`config.mk`:
```
export PLATFORM = sky130hd
export DESIGN_NAME = dm_bus_access
export DESIGN_NICKNAME = d
export VERILOG_FILES = /design/src/rtl/dm_bus_access_pkg.sv /design/src/rtl/dm_store_align.sv /design/src/rtl/dm_bus_access.sv
export SDC_FILE = /design/constraint.sdc
export NUM_CORES = 1
export LEC_CHECK = 0
export ABC_AREA = 1
export CAP_MARGIN = 10
export CORE_AREA = 10 10 103 105
export CTS_BUF_LIST = sky130_fd_sc_hd__clkbuf_2 sky130_fd_sc_hd__clkbuf_4 sky130_fd_sc_hd__clkbuf_8
export DETAILED_ROUTE_END_ITERATION = 7
export DIE_AREA = 0 0 113 115
export DONT_BUFFER_PORTS = 1
export GPL_ROUTABILITY_DRIVEN = 0
export PLACE_DENSITY = 0.75
export SLEW_MARGIN = 20
export SYNTH_ARGS = -nofsm -noshare
export SYNTH_HDL_FRONTEND = slang
export SYNTH_HIERARCHICAL = 1
export SYNTH_SLANG_ARGS = --single-unit
```
`constraint.sdc`:
```
create_clock -name clk -period 4.9 [get_ports clk]
set_clock_uncertainty 0.05 [all_clocks]
set_input_delay 0.98 -clock clk [delete_from_list [all_inputs] [get_ports clk]]
set_output_delay 0.98 -clock clk [all_outputs]
set_load 0.02 [all_outputs]
```
`src/rtl/dm_bus_access_pkg.sv`:
```
// Shared types for the MEM-stage data-memory bus access unit:
// access-size encodings, FSM states and the latched bus command.
package dm_bus_access_pkg;

    localparam logic [31:0] ADDR_LO_DEF = 32'h0000_0000;
    localparam logic [31:0] ADDR_HI_DEF = 32'h0000_2FFF;
    localparam int unsigned TIMEOUT_DEF = 16;

    typedef enum logic [1:0] {
        MT_NONE = 2'b00,
        MT_BYTE = 2'b01,
        MT_HALF = 2'b10,
        MT_WORD = 2'b11
    } mtype_e;

    typedef enum logic [1:0] {
        ST_IDLE = 2'd0,
        ST_REQ  = 2'd1,
        ST_DONE = 2'd2
    } state_e;

    typedef struct packed {
        logic        we;
        logic [29:0] addr;
        logic [3:0]  be;
        logic [31:0] wdata;
    } bus_cmd_t;

endpackage

```
`src/rtl/dm_store_align.sv`:
```
// Combinational lane builder: byte enables, replicated store data and
// natural-alignment check for one access.
module dm_store_align
    import dm_bus_access_pkg::*;
(
    input  logic [1:0]  mtype,
    input  logic [1:0]  offset,
    input  logic        we,
    input  logic [31:0] wdata,
    output logic [3:0]  be,
    output logic [31:0] lane_wdata,
    output logic        aligned
);

    always_comb begin
        be         = 4'b0000;
        lane_wdata = 32'h0;
        aligned    = 1'b0;
        case (mtype_e'(mtype))
            MT_BYTE: begin
                be         = 4'b0001 << offset;
                lane_wdata = {4{wdata[7:0]}};
                aligned    = 1'b1;
            end
            MT_HALF: begin
                be         = offset[1] ? 4'b1100 : 4'b0011;
                lane_wdata = {2{wdata[15:0]}};
                aligned    = ~offset[0];
            end
            MT_WORD: begin
                be         = 4'b1111;
                lane_wdata = wdata;
                aligned    = (offset == 2'b00);
            end
            default: ;
        endcase
        // Loads always fetch the whole word; the load extender picks the lanes.
        if (!we) begin
            be         = 4'b1111;
            lane_wdata = 32'h0;
        end
    end

endmodule

```
`src/rtl/dm_bus_access.sv`:
```
// MEM-stage data-memory access unit: validates a load/store, runs a req/ack
// handshake with timeout on the word bus and stalls the pipeline until done.
module dm_bus_access
    import dm_bus_access_pkg::*;
#(
    parameter logic [31:0] ADDR_LO = ADDR_LO_DEF,
    parameter logic [31:0] ADDR_HI = ADDR_HI_DEF,
    parameter int unsigned TIMEOUT = TIMEOUT_DEF
) (
    input  logic        clk,
    input  logic        reset,
    input  logic        mem_en,
    input  logic        mem_we,
    input  logic [31:0] addr,
    input  logic [1:0]  M_type,
    input  logic [31:0] wdata,
    output logic        stall,
    output logic [31:0] rdata,
    output logic        adel,
    output logic        ades,
    output logic        bus_err,
    output logic        bus_req,
    output logic        bus_we,
    output logic [29:0] bus_addr,
    output logic [3:0]  bus_be,
    output logic [31:0] bus_wdata,
    input  logic        bus_ack,
    input  logic [31:0] bus_rdata
);

    localparam int unsigned CW = (TIMEOUT > 1) ? $clog2(TIMEOUT) : 1;

    state_e      state, state_d;
    bus_cmd_t    cmd, cmd_d;
    logic [CW-1:0] ctr, ctr_d;
    logic        req_d, err_d;
    logic [31:0] rdata_d;
    logic        stall_c;

    logic [3:0]  lane_be;
    logic [31:0] lane_wdata;
    logic        aligned;
    logic        in_lo, in_hi;
    logic        access, legal;

    dm_store_align u_align (
        .mtype      (M_type),
        .offset     (addr[1:0]),
        .we         (mem_we),
        .wdata      (wdata),
        .be         (lane_be),
        .lane_wdata (lane_wdata),
        .aligned    (aligned)
    );

    // A bound at the edge of the address space is always satisfied.
    if (ADDR_LO == 32'h0) begin : g_lo_open
        assign in_lo = 1'b1;
    end else begin : g_lo
        assign in_lo = (addr >= ADDR_LO);
    end
    if (ADDR_HI == 32'hFFFF_FFFF) begin : g_hi_open
        assign in_hi = 1'b1;
    end else begin : g_hi
        assign in_hi = (addr <= ADDR_HI);
    end

    assign access = mem_en && (mtype_e'(M_type) != MT_NONE);
    assign legal  = access && aligned && in_lo && in_hi;

    always_comb begin
        state_d = state;
        cmd_d   = cmd;
        ctr_d   = ctr;
        req_d   = bus_req;
        rdata_d = rdata;
        err_d   = 1'b0;
        stall_c = 1'b0;
        adel    = 1'b0;
        ades    = 1'b0;
        case (state)
            ST_IDLE: begin
                if (legal) begin
                    cmd_d   = '{we: mem_we, addr: addr[31:2], be: lane_be, wdata: lane_wdata};
                    req_d   = 1'b1;
                    ctr_d   = '0;
                    stall_c = 1'b1;
                    state_d = ST_REQ;
                end else if (access) begin
                    adel = ~mem_we;
                    ades = mem_we;
                end
            end
            ST_REQ: begin
                stall_c = 1'b1;
                if (bus_ack) begin
                    req_d = 1'b0;
                    if (!cmd.we) begin
                        rdata_d = bus_rdata;
                    end
                    state_d = ST_DONE;
                end else if (ctr == CW'(TIMEOUT - 1)) begin
                    req_d   = 1'b0;
                    rdata_d = 32'h0;
                    err_d   = 1'b1;
                    state_d = ST_DONE;
                end else begin
                    ctr_d = ctr + CW'(1);
                end
            end
            ST_DONE: begin
                state_d = ST_IDLE;
            end
            default: begin
                state_d = ST_IDLE;
            end
        endcase
    end

    // Reset must release the pipeline immediately, even with a request held upstream.
    assign stall = stall_c & ~reset;

    always_ff @(posedge clk or posedge reset) begin
        if (reset) begin
            state   <= ST_IDLE;
            cmd     <= '0;
            ctr     <= '0;
            bus_req <= 1'b0;
            bus_err <= 1'b0;
            rdata   <= 32'h0;
        end else begin
            state   <= state_d;
            cmd     <= cmd_d;
            ctr     <= ctr_d;
            bus_req <= req_d;
            bus_err <= err_d;
            rdata   <= rdata_d;
        end
    end

    assign bus_we    = cmd.we;
    assign bus_addr  = cmd.addr;
    assign bus_be    = cmd.be;
    assign bus_wdata = cmd.wdata;

endmodule

```
==> metrics.md, run 1 <==
| Metric | Value |
|---|---|
| Post-synth EDFFs | `0` |
| Vias/cell | `5.61` |
| Pwr Density | `approximately 290 mW/mm2` |
| Number of buffers added on ports | `0` |
| Final ANT Viol Nets | `0` |
| Net load switching power | `between 0.3 and 0.4 mW` |
| Vias in the first global route | `3907` |
| #FFs+latches synth | `~110` |
| Levels on crit path | `8` |
| Cells after Synth | `620` |
| Launch point of the critical path | `M_type[0]` |
| Hold-fix buffers, CTS | `0` |
| Yosys warns | `6` |
| Fin crit share | `between 60% and 70%` |
| Num CTS Buffers | `9` |
| Fin cells | `710` |
| R2R setup slack | `about 2.4 ns` |
| Final hold vios | `0` |
| First-pass GRT wire length | `21.7 mm` |
| Initial DRC Count | `378` |
| Largest net degree at the start of global routing | `76` |
| Sum of buffers and inverters on the critical path | `1` |
| Final setup fails | `0` |
| FP Rows | `34` |
| Seq/Total Area, Yosys | `52.9%` |
| CP max FO | `25` |
| Antenna violations before repair | `0` |
| Placed Cells incl. Taps | `~700` |
| Fin. max-slew vios | `0` |
| Final #Nets | `about 700` |
| Crit. End Element | `output port` |
| Synth Net Count | `724` |
| Synth Cell Area | `between 0.005 and 0.006 mm2` |
| Total Routing Usage GR | `around a fifth` |
| CP endpoint | `stall` |
| GR Overflow Total | `0` |
| Synth Area in Simple Gates | `31.9%` |
| Clock Tree Buf Depth | `2` |
| Number of library cell types mapped by synthesis | `29` |
| Worst hold path class | `register to register` |
| CTS root buf | `clkbuf_8` |
| Dpl hpwl | `roughly 10 mm` |
| Fmax | `between 200 and 300 MHz` |
| Crit path DAT | `2.39 ns` |
| Post_cts resized | `0` |
| Leading area contributor after synthesis | `dfrtp_1` |
| Worst slew pin tran | `roughly 1 ns` |
| Sink Count | `approximately 110` |
| Share of cells above drive strength 1 | `about 7.5%` |
| Sequential Power Share | `60.9%` |
| Power Internal | `~1.1 mW` |
| Post-synth top cells | `nand2_1 (209), dfrtp_1 (107), nand3_1 (88)` |
| LEAKAGE | `~2.8 nW` |
| Synth Area in Adders | `less than 1%` |
| Max stage delay on crit path | `0.50 ns` |
| Logic pwr share | `5.9%` |
| Reg-to-Reg Start | `state[1]$_DFFE_PP0P_` |
| I/O Pins | `207` |
| TritonCTS clock tree | `built` |
| Rel. slew slack | `between 30% and 40%` |
| Max-capacitance violation count | `0` |
| Compound-cell area share of the yosys netlist | `under 10%` |
| Die Width | `around 110 um` |
| Sw Ratio | `a little over a quarter` |
| Critical Path RT | `between 3 and 4 ns` |
| Synth-to-Final Area Change | `2.96%` |
| Drt total wl | `between 10 and 15 mm` |
| Critical-path top delay cell | `a21oi_1` |
| CTS clk-pin slew, worst paths | `about 0.1 ns` |
| Vias | `between 3000 and 4000` |
| Ys async rst share | `between 90% and 100%` |
| Critical path type | `input port to output port` |
| Initial Util | `59.2%` |
| Synth top area cells | `dfrtp_1 (53%), nand2_1 (15%), nand3_1 (8.7%), o21ai_0 (3.3%), a21boi_0 (2.7%)` |
| Final design utilization | `about 61%` |
| Wire length per cell | `19.3 um` |
| Most common cell in the synthesized netlist | `nand2_1` |
| DIE AREA | `0.0130 mm2` |
| Final min period | `between 3 and 4 ns` |
| R2R depth | `4` |
| Drt pass-1 iters | `6` |
| Core area | `0.00855 mm2` |
| Hold depth | `3` |
| CP cell instances | `inv_2, o21ai_0, nand2_1, nor2_1, nand2_1, nor2_1, nand3_1, a21oi_1` |
| Post-synth top flop | `dfrtp_1` |
| H-tree Lvls | `3` |
| Worst skew pair latency | `0.37 ns` |
| Post-route setup TNS | `0 ns` |
| CP startpoint kind | `input port` |
| Clk pwr share | `between 30% and 40%` |
| Antenna diodes | `0` |
| Top cell type's share of synthesized area | `about 53%` |
| Unrepaired setup endpoints after global routing | `false` |
| Die Ht | `around 120 um` |
| Mean post-synth cell area | `between 8 and 9 um2` |
| VDD IR max | `~0.16 mV` |
| Outcome | `finished, final reports clean` |
| Main combinational cell family by area after synthesis | `simple AND/OR/NAND/NOR gates` |
| Synth Area in XOR/XNOR | `0%` |
| Layout fillers | `772` |
| Critical R2R Capture | `bus_addr[0]$_DFFE_PP0P_` |
| Post-synthesis mux area share | `0%` |
| Setup Fix Bufs, Post-CTS | `0` |
| DRC | `0` |
| Crit path max-delay family | `compound AO/OA/AOI/OAI gates` |
-- routing by layer --
metal / share of wire [%] / GRT usage, % / up-vias
met5: 0 / 0 / -
met3: 13 / 11.0 / 21
met4: 2.0 / 6.26 / 0
met2: 47 / 33.4 / 172
li1: - / - / 1945
met1: 38 / 23.5 / 1847
-- area by class of cell --
class / instances / area, um2 / share of cell area, %
clock buffer: 10 / 131 / 2.52
clock inverter: 5 / 45.0 / 0.864
inverter: 39 / 149 / 2.86
multi-input combinational: 438 / 2050 / 39.4
sequential: 107 / 2680 / 51.3
tap: 108 / 135 / 2.59
timing repair buffer: 3 / 22.5 / 0.432
-- through the flow --
| step | hold slack [ns] | instance area, um2 | worst slack [ns] | power, mW |
|---|---|---|---|---|
| after floorplan | 0.445 | 5060 | 1.05 | 1.02 |
| after global placement | 0.476 | 5040 | 1.47 | 1.03 |
| after detailed placement | 0.496 | 5040 | 1.46 | 1.03 |
| after CTS | 0.513 | 5220 | 1.45 | 1.54 |
| after global routing | 0.568 | 5220 | 1.27 | 1.59 |
| final | 0.509 | 5220 | 1.48 | 1.52 |
-- power groups by stage --
stage                     Combinational, mW  Sequential [mW]  Clock [mW]
after global placement               0.0876            0.941           0
final                                0.0892            0.923       0.504
after CTS                            0.0907            0.924       0.521
after global routing                  0.105            0.926       0.562
after detailed placement             0.0905            0.941           0
after floorplan                      0.0829            0.937           0
-- worst reg2reg max path: cells and delay by family (launching register included) --
kind,cells,cell delay (ns)
simple gates,4,1.88
flops,1,0.46
-- logic make-up (layout without fill, tap and decap cells) --
group	Yosys count	count (layout)
DFF	107	107
and+or+nand+nor	363	363
buffers and inverters	75	57
adders and majority gates	1	1
AOI/OAI and AO/OA	74	74
-- cell usage in the layout, fill, tap and decap left out --
master      synthesis  final
nor2_4              3      4
nor3b_1             1      1
clkbuf_4            0      1
clkbuf_8            0      9
buf_4               2      3
nor2_1             33     33
inv_2               5      5
or2_0               6      6
clkinv_4            0      1
a21boi_0           18     18
nand4_1             1      1
nand3_1            88     88
inv_8               0      1
nand2_2             2      2
inv_1              34     33
dfrtp_1           107    107
inv_4               0      1
a21oi_1            17     17
o21ai_0            33     33
inv_6               0      2
nand2_4             2      2
or2_2               3      3
nor3_1              4      4
o211ai_1            1      1
nand2_1           209    209
nand3_2            10     10
o21bai_1            2      2
ha_1                1      1
clkinvlp_4          0      1
o21ai_1             3      3
-- registers in the layout, indices dropped and copies added (netlist names) --
name and flops:
bus_we 1, bus_addr 30, bus_wdata 32, rdata 32, bus_req 1, bus_be 4
bus_err 1, state 2, ctr 4
-- worst min-delay path by stage --
stage / start / end / slack (ns)
2_1_floorplan: ctr[1]$_DFFE_PP0P_ / ctr[1]$_DFFE_PP0P_ / 0.45
3_3_place_gp: ctr[3]$_DFFE_PP0P_ / ctr[3]$_DFFE_PP0P_ / 0.48
3_5_place_dp: ctr[3]$_DFFE_PP0P_ / ctr[3]$_DFFE_PP0P_ / 0.50
4_1_cts: ctr[3]$_DFFE_PP0P_ / ctr[3]$_DFFE_PP0P_ / 0.51
5_1_grt: ctr[3]$_DFFE_PP0P_ / ctr[3]$_DFFE_PP0P_ / 0.57
6_report: ctr[3]$_DFFE_PP0P_ / ctr[3]$_DFFE_PP0P_ / 0.51
(Power assumes the default switching activity.)
==> run 2, diff against run 1 <==
clock period = 3.3 ns   (was 4.9 ns; I/O delays follow)
==> metrics.md, run 2 (synthesis gave the netlist of run 1 again) <==
| Metric | Value |
|---|---|
| Number of buffers added on ports | `0 (unchanged)` |
| Placed Cells incl. Taps | `699 (+0.58%)` |
| Sw Ratio | `25.6% (-0.46 points)` |
| Final #Nets | `706 (+0.57%)` |
| Power Internal | `1.69 mW (+51%)` |
| Crit path DAT | `2.11 ns (-0.28 ns)` |
| TritonCTS clock tree | `built` |
| Hold-fix buffers, CTS | `0 (unchanged)` |
| Critical Path RT | `2.59 ns (-1.28 ns)` |
| Pwr Density | `430 mW/mm2 (+48%)` |
| Outcome | `finished, final reports clean` |
| DIE AREA | `0.0130 mm2 (unchanged)` |
| Initial Util | `59.2% (unchanged)` |
| Final hold slack | `0.143 ns (-0.366 ns)` |
| Dpl hpwl | `10.4 mm (+2.0%)` |
| Die Width | `113 um (unchanged)` |
| Power Total | `2.27 mW (+50%)` |
| Fmax | `about 360 MHz` |
| Synth-to-Final Area Change | `4.20%` |
| Clk pwr share | `33.8% (+0.6 points)` |
| Worst slew pin tran | `0.885 ns (-0.118 ns)` |
| Critical path type | `input port to output port` |
| CP startpoint kind | `input port` |
| Sequential Power Share | `60.4% (-0.5 points)` |
| Fin. max-slew vios | `0 (unchanged)` |
| Net load switching power | `0.582 mW (+47%)` |
| Layout fillers | `772 (unchanged)` |
| I/O Pins | `207 (unchanged)` |
| Pre-CTS WS | `0.433 ns (-1.03 ns)` |
| Logic pwr share | `5.9% (about the same)` |
| Antenna violations before repair | `0 (unchanged)` |
| Drt pass-1 iters | `5 (-1)` |
| GRT busiest layer | `met2` |
| GR Overflow Total | `0 (unchanged)` |
| Final min period | `roughly 2.8 ns` |
| Post_cts resized | `0 (unchanged)` |
| Num CTS Buffers | `9 (unchanged)` |
| PnR worst setup slack | `0.483 ns (-0.997 ns)` |
| First-pass GRT wire length | `21.4 mm (-1.3%)` |
| H-tree Lvls | `3 (unchanged)` |
| Die Ht | `115 um (unchanged)` |
| Fin cells | `715 (+0.70%)` |
| Worst hold path class | `input port to async pin` |
| Vias in the first global route | `3881 (-0.67%)` |
| Met3 Use GR | `9.22% (-1.8 points)` |
| VDD IR max | `0.262 mV (+68%)` |
| FP Rows | `34 (unchanged)` |
| Unrepaired setup endpoints after global routing | `false` |
| Sink Count | `107 (unchanged)` |
| Post-route setup TNS | `0 ns (unchanged)` |
| CTS root buf | `clkbuf_8` |
| Total Routing Usage GR | `20.3% (-0.51 points)` |
| Final hold vios | `0 (unchanged)` |
| Clock Tree Buf Depth | `2 (unchanged)` |
| Commonest cells after routing, fill and taps aside | `nand2_1 (209), dfrtp_1 (107), nand3_1 (88)` |
| Crit. End Element | `output port` |
| Most common cell after layout, fill and taps aside | `nand2_1` |
| Rel. slew slack | `40.8% (+7.9 points)` |
| CP max FO | `26 (+4.0%)` |
| Vias | `4020 (+0.88%)` |
| Wire length per cell | `19.2 um (-0.61%)` |
| Met2 Use GR | `32.6% (-0.84 points)` |
| Max-capacitance violation count | `0 (unchanged)` |
| Initial DRC Count | `402 (+6.3%)` |
| Final ANT Viol Nets | `0 (unchanged)` |
| Worst skew pair latency | `0.36 ns (about the same)` |
| Setup Fix Bufs, Post-CTS | `0 (unchanged)` |
| Share of cells above drive strength 1 | `8.24% (+0.76 points)` |
| Vias/cell | `5.62 (+0.17%)` |
| Largest net degree at the start of global routing | `65 (-14%)` |
| Drt total wl | `13.7 mm (about the same)` |
| Core area | `0.00855 mm2 (unchanged)` |
| LEAKAGE | `2.78 nW (+0.90%)` |
| Grt met1 use | `24.1% (+0.60 points)` |
| CTS clk-pin slew, worst paths | `0.10 ns (about the same)` |
| Antenna diodes | `0 (unchanged)` |
| Final setup fails | `0 (unchanged)` |
| DRC | `0 (unchanged)` |
| Fin crit share | `between 80% and 90%` |
-- run 2: worst paths after layout --
kind                       cells past startpoint               start  slack [ns]                        end
max                                            7           M_type[0]        0.48                       ades
min                                            1               reset        0.14   bus_addr[10]$_DFFE_PP0P_
max reg2reg                                    7  ctr[0]$_DFFE_PP0P_        1.22      rdata[10]$_DFFE_PP0P_
min reg2reg                                    2  ctr[1]$_DFFE_PP0P_        0.50         ctr[1]$_DFFE_PP0P_
max in group asynchronous                      2               reset        2.25  bus_wdata[13]$_DFFE_PP0P_
min in group clk                               1             bus_ack        0.31          bus_err$_DFF_PP0_
-- run 2: final cells by class --
type | count | area (um2) | area share [%]
flip-flops and latches | 107 | 2680 | 50.7
inverters | 39 | 150 | 2.84
clock inverters | 5 | 50.0 | 0.948
clock buffers | 11 | 145 | 2.75
multi-input cells | 438 | 2050 | 38.9
repair buffers | 7 | 65.1 | 1.23
well taps | 108 | 135 | 2.56
-- run 2: power by group through the flow --
stage / logic [mW] / clock network (mW) / registers [mW]
finish: 0.134 / 0.767 / 1.37
global route: 0.157 / 0.834 / 1.37
CTS: 0.137 / 0.786 / 1.37
detailed placement: 0.136 / 0 / 1.40
global placement: 0.132 / 0 / 1.40
floorplan: 0.123 / 0 / 1.39
-- run 2: through the flow --
step / utilization (%) / instance area (um2)
finish: 61.7 / 5280
global route: 61.7 / 5280
CTS: 61.7 / 5280
detailed placement: 59.4 / 5080
global placement: 59.4 / 5080
floorplan: - / 5070
-- run 2: critical path: stages --
cell,delay [ns]
inv_2,0.07
o21ai_0,0.32
nand2_1,0.10
nor2_1,0.13
nand3_1,0.13
nor2_4,0.46
nor3b_1,0.24
-- run 2: layer usage --
metal | share of wire (%) | wire [um] | vias up
li1 | - | - | 1949
met1 | 38 | 5290 | 1856
met2 | 47 | 6400 | 195
met3 | 13 | 1800 | 20
met4 | 1.8 | 253 | 0
met5 | 0 | 0 | -
